### config.mk
export PLATFORM = sky130hd
export DESIGN_NAME = cv32e40p_x_resp_fifo
export DESIGN_NICKNAME = d
export VERILOG_FILES = /design/src/rtl/cv32e40p_x_resp_fifo.sv
export SDC_FILE = /design/constraint.sdc
export NUM_CORES = 1
export LEC_CHECK = 0
export BUFFER_PORTS_ARGS = -buffer_cell sky130_fd_sc_hd__buf_2
export CAP_MARGIN = 20
export CORE_MARGIN = 5
export CORE_UTILIZATION = 45
export DETAILED_ROUTE_END_ITERATION = 10
export MAX_ROUTING_LAYER = met4
export PLACE_DENSITY = 0.75
export SYNTH_ARGS = -nofsm -noshare
export SYNTH_HDL_FRONTEND = slang
export SYNTH_SLANG_ARGS = --single-unit
export TNS_END_PERCENT = 5
### constraint.sdc
create_clock -name clk_i -period 4.6 [get_ports clk_i]
set_input_delay 1.38 -clock clk_i [delete_from_list [all_inputs] [get_ports clk_i]]
set_output_delay 1.38 -clock clk_i [all_outputs]
set_load 0.03 [all_outputs]
### src/rtl/cv32e40p_x_resp_fifo.sv
// Coprocessor response FIFO: buffers X-interface results toward the core with
// first-word-fall-through head, registered handshakes and a sticky error flag.
module cv32e40p_x_resp_fifo #(
  parameter int unsigned DEPTH  = 4,
  parameter int unsigned FILL_W = $clog2(DEPTH) + 1
) (
  input  logic              clk_i,
  input  logic              rst_ni,
  input  logic              flush_i,
  input  logic              x_p_valid_i,
  output logic              x_p_ready_o,
  input  logic [4:0]        x_p_rd_i,
  input  logic [31:0]       x_p_data_i,
  input  logic              x_p_dualwb_i,
  input  logic              x_p_type_i,
  input  logic              x_p_error_i,
  output logic              x_rvalid_o,
  input  logic              x_rready_i,
  output logic [4:0]        x_rd_o,
  output logic [31:0]       x_data_o,
  output logic              x_dualwb_o,
  output logic              x_type_o,
  output logic              x_error_o,
  output logic [FILL_W-1:0] fill_o,
  output logic              error_seen_o
);

  localparam int unsigned PTR_W   = $clog2(DEPTH);
  localparam int unsigned ENTRY_W = 5 + 32 + 3;

  logic [ENTRY_W-1:0] mem [DEPTH];
  logic [PTR_W-1:0]   rd_ptr_q;
  logic [PTR_W-1:0]   wr_ptr_q;
  logic [FILL_W-1:0]  fill_q;
  logic               error_seen_q;

  logic               push;
  logic               pop;
  logic [ENTRY_W-1:0] wr_entry;
  logic [ENTRY_W-1:0] head_entry;

  // Handshakes depend only on registered occupancy, never on the peer's inputs.
  assign x_p_ready_o = (fill_q < FILL_W'(DEPTH));
  assign x_rvalid_o  = (fill_q != '0);

  assign push = x_p_valid_i && x_p_ready_o && !flush_i;
  assign pop  = x_rvalid_o && x_rready_i && !flush_i;

  assign wr_entry = {x_p_rd_i, x_p_data_i, x_p_dualwb_i, x_p_type_i, x_p_error_i};

  // Head payload is masked to zero while empty so stale storage never leaks out.
  assign head_entry = x_rvalid_o ? mem[rd_ptr_q] : '0;
  assign {x_rd_o, x_data_o, x_dualwb_o, x_type_o, x_error_o} = head_entry;

  assign fill_o       = fill_q;
  assign error_seen_o = error_seen_q;

  // Storage array: written on push only, deliberately left unreset.
  always_ff @(posedge clk_i) begin
    if (push) begin
      mem[wr_ptr_q] <= wr_entry;
    end
  end

  // Pointers, occupancy and sticky error; flush overrides push and pop.
  always_ff @(posedge clk_i or negedge rst_ni) begin
    if (!rst_ni) begin
      rd_ptr_q     <= '0;
      wr_ptr_q     <= '0;
      fill_q       <= '0;
      error_seen_q <= 1'b0;
    end else if (flush_i) begin
      rd_ptr_q     <= '0;
      wr_ptr_q     <= '0;
      fill_q       <= '0;
      error_seen_q <= 1'b0;
    end else begin
      if (push) begin
        wr_ptr_q <= wr_ptr_q + PTR_W'(1);
      end
      if (pop) begin
        rd_ptr_q <= rd_ptr_q + PTR_W'(1);
      end
      if (push && !pop) begin
        fill_q <= fill_q + FILL_W'(1);
      end else if (pop && !push) begin
        fill_q <= fill_q - FILL_W'(1);
      end
      if (push && x_p_error_i) begin
        error_seen_q <= 1'b1;
      end
    end
  end

endmodule
==> qor_table.md, run 1 <==
| Metric | This run |
|---|---|
| Result of the run | finished clean |
| Iteration-0 DRC Markers | 210 |
| Share of post-route cells with drive strength above 1 | 0.397 |
| Root buffer cell | clkbuf_16 |
| Fmax | 265 MHz |
| Global route total overflow | 0 |
| CTS buffer count | 17 |
| Mean post-synth cell area | 20.8 um2 |
| Synth Cell Area | 0.00660 mm2 |
| Class of the most critical setup path | flip-flop to output pin |
| Number of placed I/O pins | 91 |
| Clock edge transition at the registers on the reported setup and hold paths | 60 ps |
| Area overhead of the layout relative to synthesis | 18.8% |
| Pin slew with the least headroom to its limit | 855 ps |
| Slowest cell on the critical path | dfrtp_4 |
| Fraction of the yosys area taken by sequential cells | 0.758 |
| Data arrival time at the worst-slack endpoint | 2400 ps |
| First drt pass iteration count | 4 |
| Unrepaired setup endpoints after global routing | false |
| Number of antenna violations at the first check in global routing | 1 |
| Warning count from the yosys run | 0 |
| Data required time at the worst endpoint | 3220 ps |
| Period utilization | 0.822 |
| Initial core utilization | 0.456 |
| Cells along the critical path | mux4_2, and2_1, buf_2 |
| Sink Count | 168 |
| Synth Register Bits | 168 |
| Via count of the first global-routing pass | 3646 |
| Max transition margin | 0.430 |
| Hold Path Class | flip-flop to flip-flop |
| Setup violation total in the final timing report | 0 |
| Largest clock skew in the final design | 7.09 ps |
| Routing usage on met3 | 0.0539 |
| Critical path's largest stage delay | 1000 ps |
| Placed insts | 584 |
| Hold-fix buffers, CTS | 0 |
| Met2 Use GR | 0.240 |
| Max Cap Violations | 0 |
| Type of origin of the critical path | flip-flop |
| DRT antenna net count | 0 |
| Global routing usage summed across all routing layers | 0.153 |
| Total Negative Setup Slacks | 0 ps |
| Number of instances in the synthesized netlist | 318 |
| Count of buffers inserted at the top-level ports | 90 |
| Vias after detailed routing | 3196 |
| Final Hold Vio Count | 0 |
| Hold_ws | 502 ps |
| Clock tree from TritonCTS | done |
| Clock period minus worst slack | 3780 ps |
| Ratio of total power to cell area | 536 mW/mm2 |
| Width of the die | 131 um |
| Pin count of the biggest net entering global routing | 44 |
| Pwr Total | 4.20 mW |
| H-tree depth | 4 |
| Final estimated routing congestion in global placement | 0.755 |
| Die area | 0.0172 mm2 |
| Sort of element at the end of the critical path | output pin |
| Total wirelength of the detailed-routed design | 12000 um |
| Placeable Area | 0.0145 mm2 |
| Via density | 5.19 |
| Static leakage | 2.75 nW |
| Cell variety after synth | 26 |
| Number of buffers between clock root and the deepest sink | 2 |
| # DRC | 0 |
| End-of-flow core utilization | 0.542 |
| Number of nets in the synthesized netlist | 368 |
| Worst-path maximum fanout | 42 |
| Worst-skew pair later-pin latency | 420 ps |
| Final Non-Filler Cells | 616 |
| VDD IR-drop max | 0.311 mV |
| Number of pins with negative max-slew slack in the final report | 0 |
| Setup bufs post-CTS | 0 |
| Number of cell rows | 44 |
| Global-route wire length before repair | 19500 um |
| Number of nets at the end of the flow | 469 |
| HPWL Detailed | 7490 um |
| GR peak layer | met2 |
| Die height | 131 um |
| Wirelength per Cell | 19.5 um |
| M1 GR Usage | 0.185 |
| Post-cts sizing count | 0 |
-- layout make-up --
class                      count  area, um2
antenna                        1       2.50
timing repair buffer          99        518
fill                        1142       6640
multi-input combinational    128       1470
clock inverter                11        155
sequential                   168       5010
clock buffer                  20        437
inverter                       5       18.8
tap                          184        230
-- routing by layer --
| metal | share of wire | vias up | wire length (um) |
|---|---|---|---|
| met5 | 0 | - | 0 |
| met4 | 0.013 | 0 | 159 |
| met3 | 0.053 | 13 | 638 |
| met2 | 0.50 | 80 | 6000 |
| met1 | 0.43 | 1644 | 5190 |
| li1 | - | 1459 | - |
-- cells in the mapped netlist --
cell type,count,area share
ha_1,4,0.0076
xnor2_1,1,0.0013
inv_1,5,0.0028
nand2_1,8,0.0045
mux2i_1,1,0.0015
dfrtp_1,8,0.030
buf_6,5,0.0085
or3_1,1,0.00095
mux4_2,40,0.14
a311oi_1,1,0.0013
fa_1,1,0.0030
a2111oi_0,1,0.0013
o21ai_0,4,0.0030
nand3b_1,1,0.0011
clkbuf_1,6,0.0034
nand3_1,2,0.0015
a21o_1,1,0.0011
nand2b_1,1,0.00095
buf_2,6,0.0045
and2_1,45,0.043
a21oi_1,6,0.0045
nor2_1,5,0.0028
edfxtp_1,160,0.73
a2bb2oi_1,1,0.0013
xor2_1,3,0.0040
and2b_1,1,0.0011
-- report_power, final --
group	leakage, nW	switching [mW]	internal (mW)
registers	1.55	0.0939	1.75
logic	0.905	0.558	0.367
clock network	0.288	0.537	0.897
-- worst max-delay path: cells and delay by family, from the launching register on --
kind | cells | cell delay, ps
AND/OR/NAND/NOR | 1 | 190
flip-flops | 1 | 1000
buffers and inverters | 1 | 180
multiplexers | 1 | 610
-- logic make-up after synthesis --
| group | count (synthesis) | synth area share |
|---|---|---|
| muxes | 41 | 0.138 |
| buffers and inverters | 22 | 0.0193 |
| and+or+nand+nor | 64 | 0.0557 |
| DFF | 168 | 0.758 |
| AOI/OAI and AO/OA | 14 | 0.0127 |
| adders and majority gates | 5 | 0.0106 |
| xor gates and xnor gates | 4 | 0.00531 |
-- path summary, 6_finish.rpt --
kind,cells past startpoint,slack [ps],to,startpoint
max in group asynchronous,1,3600,rd_ptr_q[0]$_DFFE_PN0P_,rst_ni
setup reg to reg,9,2280,fill_o[2]$_DFFE_PN0P_,fill_o[0]$_DFFE_PN0P_
setup / recovery,3,820,x_data_o[29],rd_ptr_q[0]$_DFFE_PN0P_
hold reg to reg,2,500,error_seen_o$_DFFE_PN0P_,error_seen_o$_DFFE_PN0P_
hold / removal,2,500,error_seen_o$_DFFE_PN0P_,error_seen_o$_DFFE_PN0P_
min in group asynchronous,1,800,fill_o[1]$_DFFE_PN0P_,rst_ni
-- metrics by stage --
step	worst slack [ps]	instance area (um2)
floorplan	1460	6600
global placement	1210	7250
detailed placement	1210	7250
CTS	727	7840
global route	619	7840
finish	820	7840
-- sequential cells by signal (all words and copies together), names as in the netlist --
signal        count
error_seen_o      1
mem             160
rd_ptr_q          2
fill_o            3
wr_ptr_q          2
-- layout by cell type (no fill, tap or decap), types with 2 or more instances in the layout --
cell type,Yosys,routed
a21oi_1,6,6
and2_1,45,41
and2_2,0,4
buf_2,6,90
buf_4,0,9
bufinv_16,0,4
clkbuf_1,6,3
clkbuf_16,0,17
clkinv_1,0,2
clkinv_2,0,4
dfrtp_1,8,6
edfxtp_1,160,160
ha_1,4,4
inv_1,5,5
mux4_2,40,40
nand2_1,8,8
nand3_1,2,2
nor2_1,5,5
o21ai_0,4,4
xor2_1,3,3
No activity file was read; power rests on OpenSTA's default activity.
==> inputs of run 2 (changes only) <==
==> constraint.sdc (replaced) <==
create_clock -name clk_i -period 3.84 [get_ports clk_i]
set_input_delay 1.152 -clock clk_i [delete_from_list [all_inputs] [get_ports clk_i]]
set_output_delay 1.152 -clock clk_i [all_outputs]
set_load 0.03 [all_outputs]
==> qor_table.md, run 2 (synthesis results as in run 1) <==
| Metric | This run | Delta |
|---|---|---|
| Most common cell after layout, fill and taps aside | edfxtp_1 |  |
| Static leakage | 2.73 nW | -0.60% |
| Largest Register | mem |  |
| Pin slew with the least headroom to its limit | 447 ps | -408 ps |
| Combinational cell fraction of total power | 0.237 | +0.017 |
| Number of buffers between clock root and the deepest sink | 2 | unchanged |
| Switching portion of total power | 0.299 | +0.0161 |
| Area overhead of the layout relative to synthesis | 19.1% |  |
| Global-route wire length before repair | 19300 um | -1.1% |
| Total wirelength of the detailed-routed design | 12000 um | +0.35% |
| Iteration-0 DRC Markers | 201 | -4.3% |
| Root buffer cell | clkbuf_16 |  |
| Number of pins with negative max-slew slack in the final report | 0 | unchanged |
| Initial core utilization | 0.456 | unchanged |
| Sink Count | 168 | unchanged |
| Global routing usage summed across all routing layers | 0.152 | -0.00185 |
| Crit path max-delay family | flip-flops |  |
| Worst-skew pair later-pin latency | 420 ps | about the same |
| Final estimated routing congestion in global placement | 0.821 | +8.8% |
| First drt pass iteration count | 5 | +1 |
| # DRC | 0 | unchanged |
| Sort of element at the end of the critical path | output pin |  |
| HPWL Detailed | 7410 um | -1.1% |
| Type of origin of the critical path | flip-flop |  |
| Global route total overflow | 0 | unchanged |
| Unrepaired setup endpoints after global routing | false |  |
| Share of post-route cells with drive strength above 1 | 0.406 | +0.00928 |
| Cells along the critical path | buf_12, mux4_2, and2_1, buf_2 |  |
| Clock edge transition at the registers on the reported setup and hold paths | 60 ps | about the same |
| Clock period minus worst slack | 3440 ps |  |
| Flip-flop count of the largest register, all copies and words added | 160 | unchanged |
| Max Cap Violations | 0 | unchanged |
| Die area | 0.0172 mm2 | unchanged |
| Worst R2R Path Depth | 9 | unchanged |
| Period utilization | 0.896 |  |
| Proportion of power drawn by flip-flops and latches | 0.440 | +0.002 |
| Largest clock skew in the final design | 7.82 ps | +0.724 ps |
| Final Hold Vio Count | 0 | unchanged |
| Critical path's largest stage delay | 680 ps | -320 ps |
| Number of cell rows | 44 | unchanged |
| Data required time at the worst endpoint | 2690 ps | -530 ps |
| Worst hold start | error_seen_o$_DFFE_PN0P_ |  |
| Max transition margin | 0.694 | +0.264 |
| Via density | 5.24 | +0.97% |
| Placeable Area | 0.0145 mm2 | unchanged |
| Count of buffers inserted at the top-level ports | 90 | unchanged |
| Setup bufs post-CTS | 0 | unchanged |
| Switching component of the power | 1.47 mW | +24% |
| Hold-fix buffers, CTS | 0 | unchanged |
| Post-cts sizing count | 0 | unchanged |
| H-tree depth | 4 | unchanged |
| Pin count of the biggest net entering global routing | 44 | unchanged |
| Number of placed I/O pins | 91 | unchanged |
| Die height | 131 um | unchanged |
| Hold Path Class | flip-flop to flip-flop |  |
| Class of the most critical setup path | flip-flop to output pin |  |
| Number of antenna violations at the first check in global routing | 1 | unchanged |
| Data arrival time at the worst-slack endpoint | 2290 ps | -110 ps |
| CTS buffer count | 17 | unchanged |
| WHS Path Cells | 2 | unchanged |
| Vias after detailed routing | 3227 | +0.97% |
| Total Negative Setup Slacks | 0 ps | unchanged |
| Width of the die | 131 um | unchanged |
| Clock tree from TritonCTS | done |  |
| Dpl ws | 792 ps | -417 ps |
| Number of nets at the end of the flow | 468 | -0.21% |
| Commonest non-fill, non-tap cells in the layout | edfxtp_1 (160), buf_2 (90), and2_1 (41) |  |
| Total buffers and inverters traversed by the critical path | 2 | +1 |
| Share of total power in the clock network | 0.322 | -0.019 |
| Wirelength per Cell | 19.5 um | +0.35% |
| Ratio of total power to cell area | 625 mW/mm2 | +17% |
| VDD IR-drop max | 0.452 mV | +45% |
| DRT antenna net count | 0 | unchanged |
| Worst-path maximum fanout | 24 | -43% |
| Setup violation total in the final timing report | 0 | unchanged |
| Slowest cell on the critical path | dfrtp_4 |  |
| Critical R2R Capture | fill_o[2]$_DFFE_PN0P_ |  |
| Internal Power | 3.44 mW | +14% |
| Terminating pin of the worst hold path | error_seen_o$_DFFE_PN0P_ |  |
| Result of the run | finished clean |  |
| FF-to-FF Start | fill_o[0]$_DFFE_PN0P_ |  |
| Slack of the worst reg-to-reg path | 1500 ps | -780 ps |
| Smallest setup slack after layout | 398 ps | -422 ps |
| Fmax | 291 MHz |  |
| Via count of the first global-routing pass | 3507 | -3.8% |
==> run 2: changes by cell type in the layout (fill, tap and decap cells not counted), sizes merged <==
cell,before,now
inv,5,9
bufinv,4,1
clkinvlp,1,4
clkbuf,20,18
buf,99,98
clkinv,6,5
==> run 2: metrics by stage <==
step           utilization  cells  area (um2)  total power [mW]  hold slack (ps)
2_1_floorplan            -    318        6600              3.06              539
3_3_place_gp         0.504    583        7300              3.38              477
3_5_place_dp         0.504    583        7300              3.40              492
4_1_cts              0.543    615        7860              4.99              509
5_1_grt              0.543    616        7860              5.15              556
6_report             0.543    616        7860              4.91              501
==> run 2: worst max-delay path by stage <==
| stage | from | end | slack, ps | depth (start not counted) |
|---|---|---|---|---|
| floorplan | flush_i | mem[0][0]$_DFFE_PP_ | 930 | 3 |
| global placement | rd_ptr_q[0]$_DFFE_PN0P_ | x_data_o[8] | 820 | 4 |
| detailed placement | rd_ptr_q[0]$_DFFE_PN0P_ | x_data_o[15] | 790 | 4 |
| CTS | rd_ptr_q[0]$_DFFE_PN0P_ | x_data_o[15] | 320 | 4 |
| global route | rd_ptr_q[0]$_DFFE_PN0P_ | x_data_o[8] | 260 | 4 |
| finish | rd_ptr_q[0]$_DFFE_PN0P_ | x_data_o[8] | 400 | 4 |
==> run 2: worst register-to-register path, stage by stage, from the launching register on <==
cell and delay (ps):
dfrtp_1 460, or3_1 370, buf_4 270, nand2_1 160
and2_1 150, fa_1 180, nand2_1 70, a2111oi_0 370
a21oi_1 80, a21oi_1 150
==> run 2: layer usage <==
metal	up-vias	wire, um	share of wire	global-route usage
met5	-	0	0	-
met4	0	157	0.013	0.0548
met3	13	615	0.051	0.0505
met2	83	6320	0.53	0.248
met1	1661	4940	0.41	0.175
li1	1470	-	-	-
==> run 2: power by group through the flow <==
stage | registers, mW | logic, mW | clock network (mW)
finish | 2.16 | 1.17 | 1.58
floorplan | 2.17 | 0.892 | 0
global placement | 2.20 | 1.18 | 0
detailed placement | 2.21 | 1.19 | 0
CTS | 2.17 | 1.19 | 1.62
global route | 2.18 | 1.26 | 1.71
==> run 2: layout make-up <==
type,instances,area [um2]
diodes,1,2.50
flip-flops and latches,168,5010
multi-input cells,128,1470
fillers,1127,6620
clock buffers,18,429
inverters,5,18.8
well taps,184,230
clock inverters,14,124
repair buffers,98,573
==> inputs of run 3 (changes only) <==
--- a/config.mk
+++ b/config.mk
@@ -12,6 +12,7 @@
 export DETAILED_ROUTE_END_ITERATION = 10
 export MAX_ROUTING_LAYER = met4
 export PLACE_DENSITY = 0.75
+export REMOVE_ABC_BUFFERS = 1
 export SYNTH_ARGS = -nofsm -noshare
 export SYNTH_HDL_FRONTEND = slang
 export SYNTH_SLANG_ARGS = --single-unit
==> constraint.sdc (replaced) <==
create_clock -name clk_i -period 3.84 [get_ports clk_i]
set_input_delay 0.192 -clock clk_i [delete_from_list [all_inputs] [get_ports clk_i]]
set_output_delay 0.192 -clock clk_i [all_outputs]
set_load 0.03 [all_outputs]
==> qor_table.md, run 3 (synthesis results as in run 1) <==
| Metric | This run | Delta |
|---|---|---|
| Result of the run | finished clean |  |
| Type of origin of the critical path | flip-flop |  |
| Slowest cell on the critical path | dfrtp_4 |  |
| Class of the most critical setup path | flip-flop to output pin |  |
| # DRC | 0 | unchanged |
| Total wirelength of the detailed-routed design | 11900 um | -1.4% |
| H-tree depth | 4 | unchanged |
| Pin count of the biggest net entering global routing | 44 | unchanged |
| Share of post-route cells with drive strength above 1 | 0.358 | -0.0484 |
| CTS buffer count | 17 | unchanged |
| Iteration-0 DRC Markers | 199 | -1.0% |
| Clock edge transition at the registers on the reported setup and hold paths | 60 ps | about the same |
| Number of cell rows | 44 | unchanged |
| Data required time at the worst endpoint | 3650 ps | +960 ps |
| Commonest non-fill, non-tap cells in the layout | edfxtp_1 (160), buf_2 (90), and2_1 (41) |  |
| Vias after detailed routing | 3359 | +4.1% |
| Die height | 131 um | unchanged |
| First drt pass iteration count | 4 | -1 |
| Setup bufs post-CTS | 0 | unchanged |
| DRT antenna net count | 0 | unchanged |
| Placeable Area | 0.0145 mm2 | unchanged |
| Pin slew with the least headroom to its limit | 1080 ps | +633 ps |
| Sort of element at the end of the critical path | output pin |  |
| Data arrival time at the worst-slack endpoint | 2390 ps | +100 ps |
| Unrepaired setup endpoints after global routing | false |  |
| Global route total overflow | 0 | unchanged |
| Critical path's largest stage delay | 1000 ps | +320 ps |
| Ratio of total power to cell area | 599 mW/mm2 | -4.2% |
| Root buffer cell | clkbuf_16 |  |
| Wirelength per Cell | 18.2 um | -6.7% |
| Initial core utilization | 0.456 | unchanged |
| VDD IR-drop max | 0.301 mV | -33% |
| Global routing usage summed across all routing layers | 0.150 | -0.00172 |
| Max Cap Violations | 0 | unchanged |
| Max transition margin | 0.280 | -0.414 |
| Area overhead of the layout relative to synthesis | 24.4% |  |
| Number of pins with negative max-slew slack in the final report | 0 | unchanged |
| Width of the die | 131 um | unchanged |
| Sink Count | 168 | unchanged |
| Total Negative Setup Slacks | 0 ps | unchanged |
| Hold-fix buffers, CTS | 40 | +40 |
| Flip-flop count of the largest register, all copies and words added | 160 | unchanged |
| Largest clock skew in the final design | 6.32 ps | -1.49 ps |
| Setup violation total in the final timing report | 0 | unchanged |
| Clock period minus worst slack | 2590 ps | -857 ps |
| Largest Register | mem |  |
| HPWL Detailed | 6650 um | -10% |
| Count of buffers inserted at the top-level ports | 90 | unchanged |
| Final Hold Vio Count | 0 | unchanged |
| Via density | 5.16 | -1.5% |
| Number of nets at the end of the flow | 505 | +7.9% |
| Antenna diodes | 0 | -1 |
| Pwr Total | 4.92 mW | +0.15% |
| Most common cell after layout, fill and taps aside | edfxtp_1 |  |
| Final estimated routing congestion in global placement | 0.773 | -5.9% |
| Via count of the first global-routing pass | 3733 | +6.4% |
| Die area | 0.0172 mm2 | unchanged |
| Clock tree from TritonCTS | done |  |
| End-of-flow core utilization | 0.567 | +0.0244 |
| Period utilization | 0.673 | -0.223 |
| Hold Path Class | input port to flip-flop |  |
| Static leakage | 2.89 nW | +5.8% |
| Number of antenna violations at the first check in global routing | 0 | -1 |
| Worst-skew pair later-pin latency | 420 ps | about the same |
| Fmax | 387 MHz | +33% |
| Worst-path maximum fanout | 42 | +75% |
| Cells along the critical path | mux4_2, and2_1, buf_2 |  |
| Total of fill cells in the finished design | 1135 | +0.71% |
| Post-cts sizing count | 0 | unchanged |
| Number of buffers between clock root and the deepest sink | 2 | unchanged |
| Number of placed I/O pins | 91 | unchanged |
| Global-route wire length before repair | 19400 um | +0.32% |
==> run 3: cell types whose count changed in the layout (fill, tap and decap cells not counted), sizes merged, moves of 3 or more <==
cell	delta
clkinv	+5
buf	-3
dlygate4sd3	+40
clkinvlp	-4
inv	-4
==> run 3: worst paths after layout <==
check / startpoint / to / slack [ps] / cells past startpoint
worst max-delay path: rd_ptr_q[0]$_DFFE_PN0P_ / x_data_o[21] / 1250 / 3
worst max register to register: fill_o[0]$_DFFE_PN0P_ / fill_o[1]$_DFFE_PN0P_ / 1520 / 7
max in group asynchronous: rst_ni / rd_ptr_q[0]$_DFFE_PN0P_ / 3500 / 2
min in group asynchronous: rst_ni / error_seen_o$_DFFE_PN0P_ / 140 / 2
worst min-delay path: x_p_error_i / mem[2][0]$_DFFE_PP_ / 40 / 1
worst min register to register: error_seen_o$_DFFE_PN0P_ / error_seen_o$_DFFE_PN0P_ / 500 / 2
==> run 3: per-layer routing <==
layer / wire, um / GRT usage / vias up
met5: 0 / - / -
met4: 139 / 0.0491 / 0
met3: 616 / 0.0489 / 16
met2: 5990 / 0.238 / 90
met1: 5120 / 0.183 / 1717
li1: - / - / 1536
==> run 3: critical path, delay by kind of cell, from the launching register on <==
| family | cells | cell delay (ps) |
|---|---|---|
| buf+inv | 1 | 180 |
| mux | 1 | 590 |
| simple gates | 1 | 200 |
| flops | 1 | 1000 |
==> run 3: metrics by stage <==
| step | cells | setup WS (ps) | instance area, um2 | hold WS (ps) |
|---|---|---|---|---|
| 3_5_place_dp | 576 | 1490 | 7190 | 44.4 |
| 3_3_place_gp | 576 | 1580 | 7190 | 43.2 |
| 5_1_grt | 651 | 1050 | 8210 | 21.4 |
| 4_1_cts | 647 | 1150 | 8130 | 5.16 |
| 6_report | 651 | 1250 | 8210 | 36.2 |
| 2_1_floorplan | 301 | 1030 | 6490 | -104 |
==> run 3: power breakdown <==
part           switching [mW]  total (mW)  internal, mW  leakage, nW
clock                   0.635        1.57         0.939        0.272
combinational           0.659        1.13         0.470         1.06
sequential              0.127        2.22          2.09         1.55
==> run 3: layout make-up <==
type,count,area (um2),share of cell area
sequential,168,5010,0.610
multi-input combinational,128,1470,0.179
timing repair buffer,135,938,0.114
clock buffer,19,433,0.0527
tap,184,230,0.0280
clock inverter,12,110,0.0134
inverter,5,18.8,0.00229
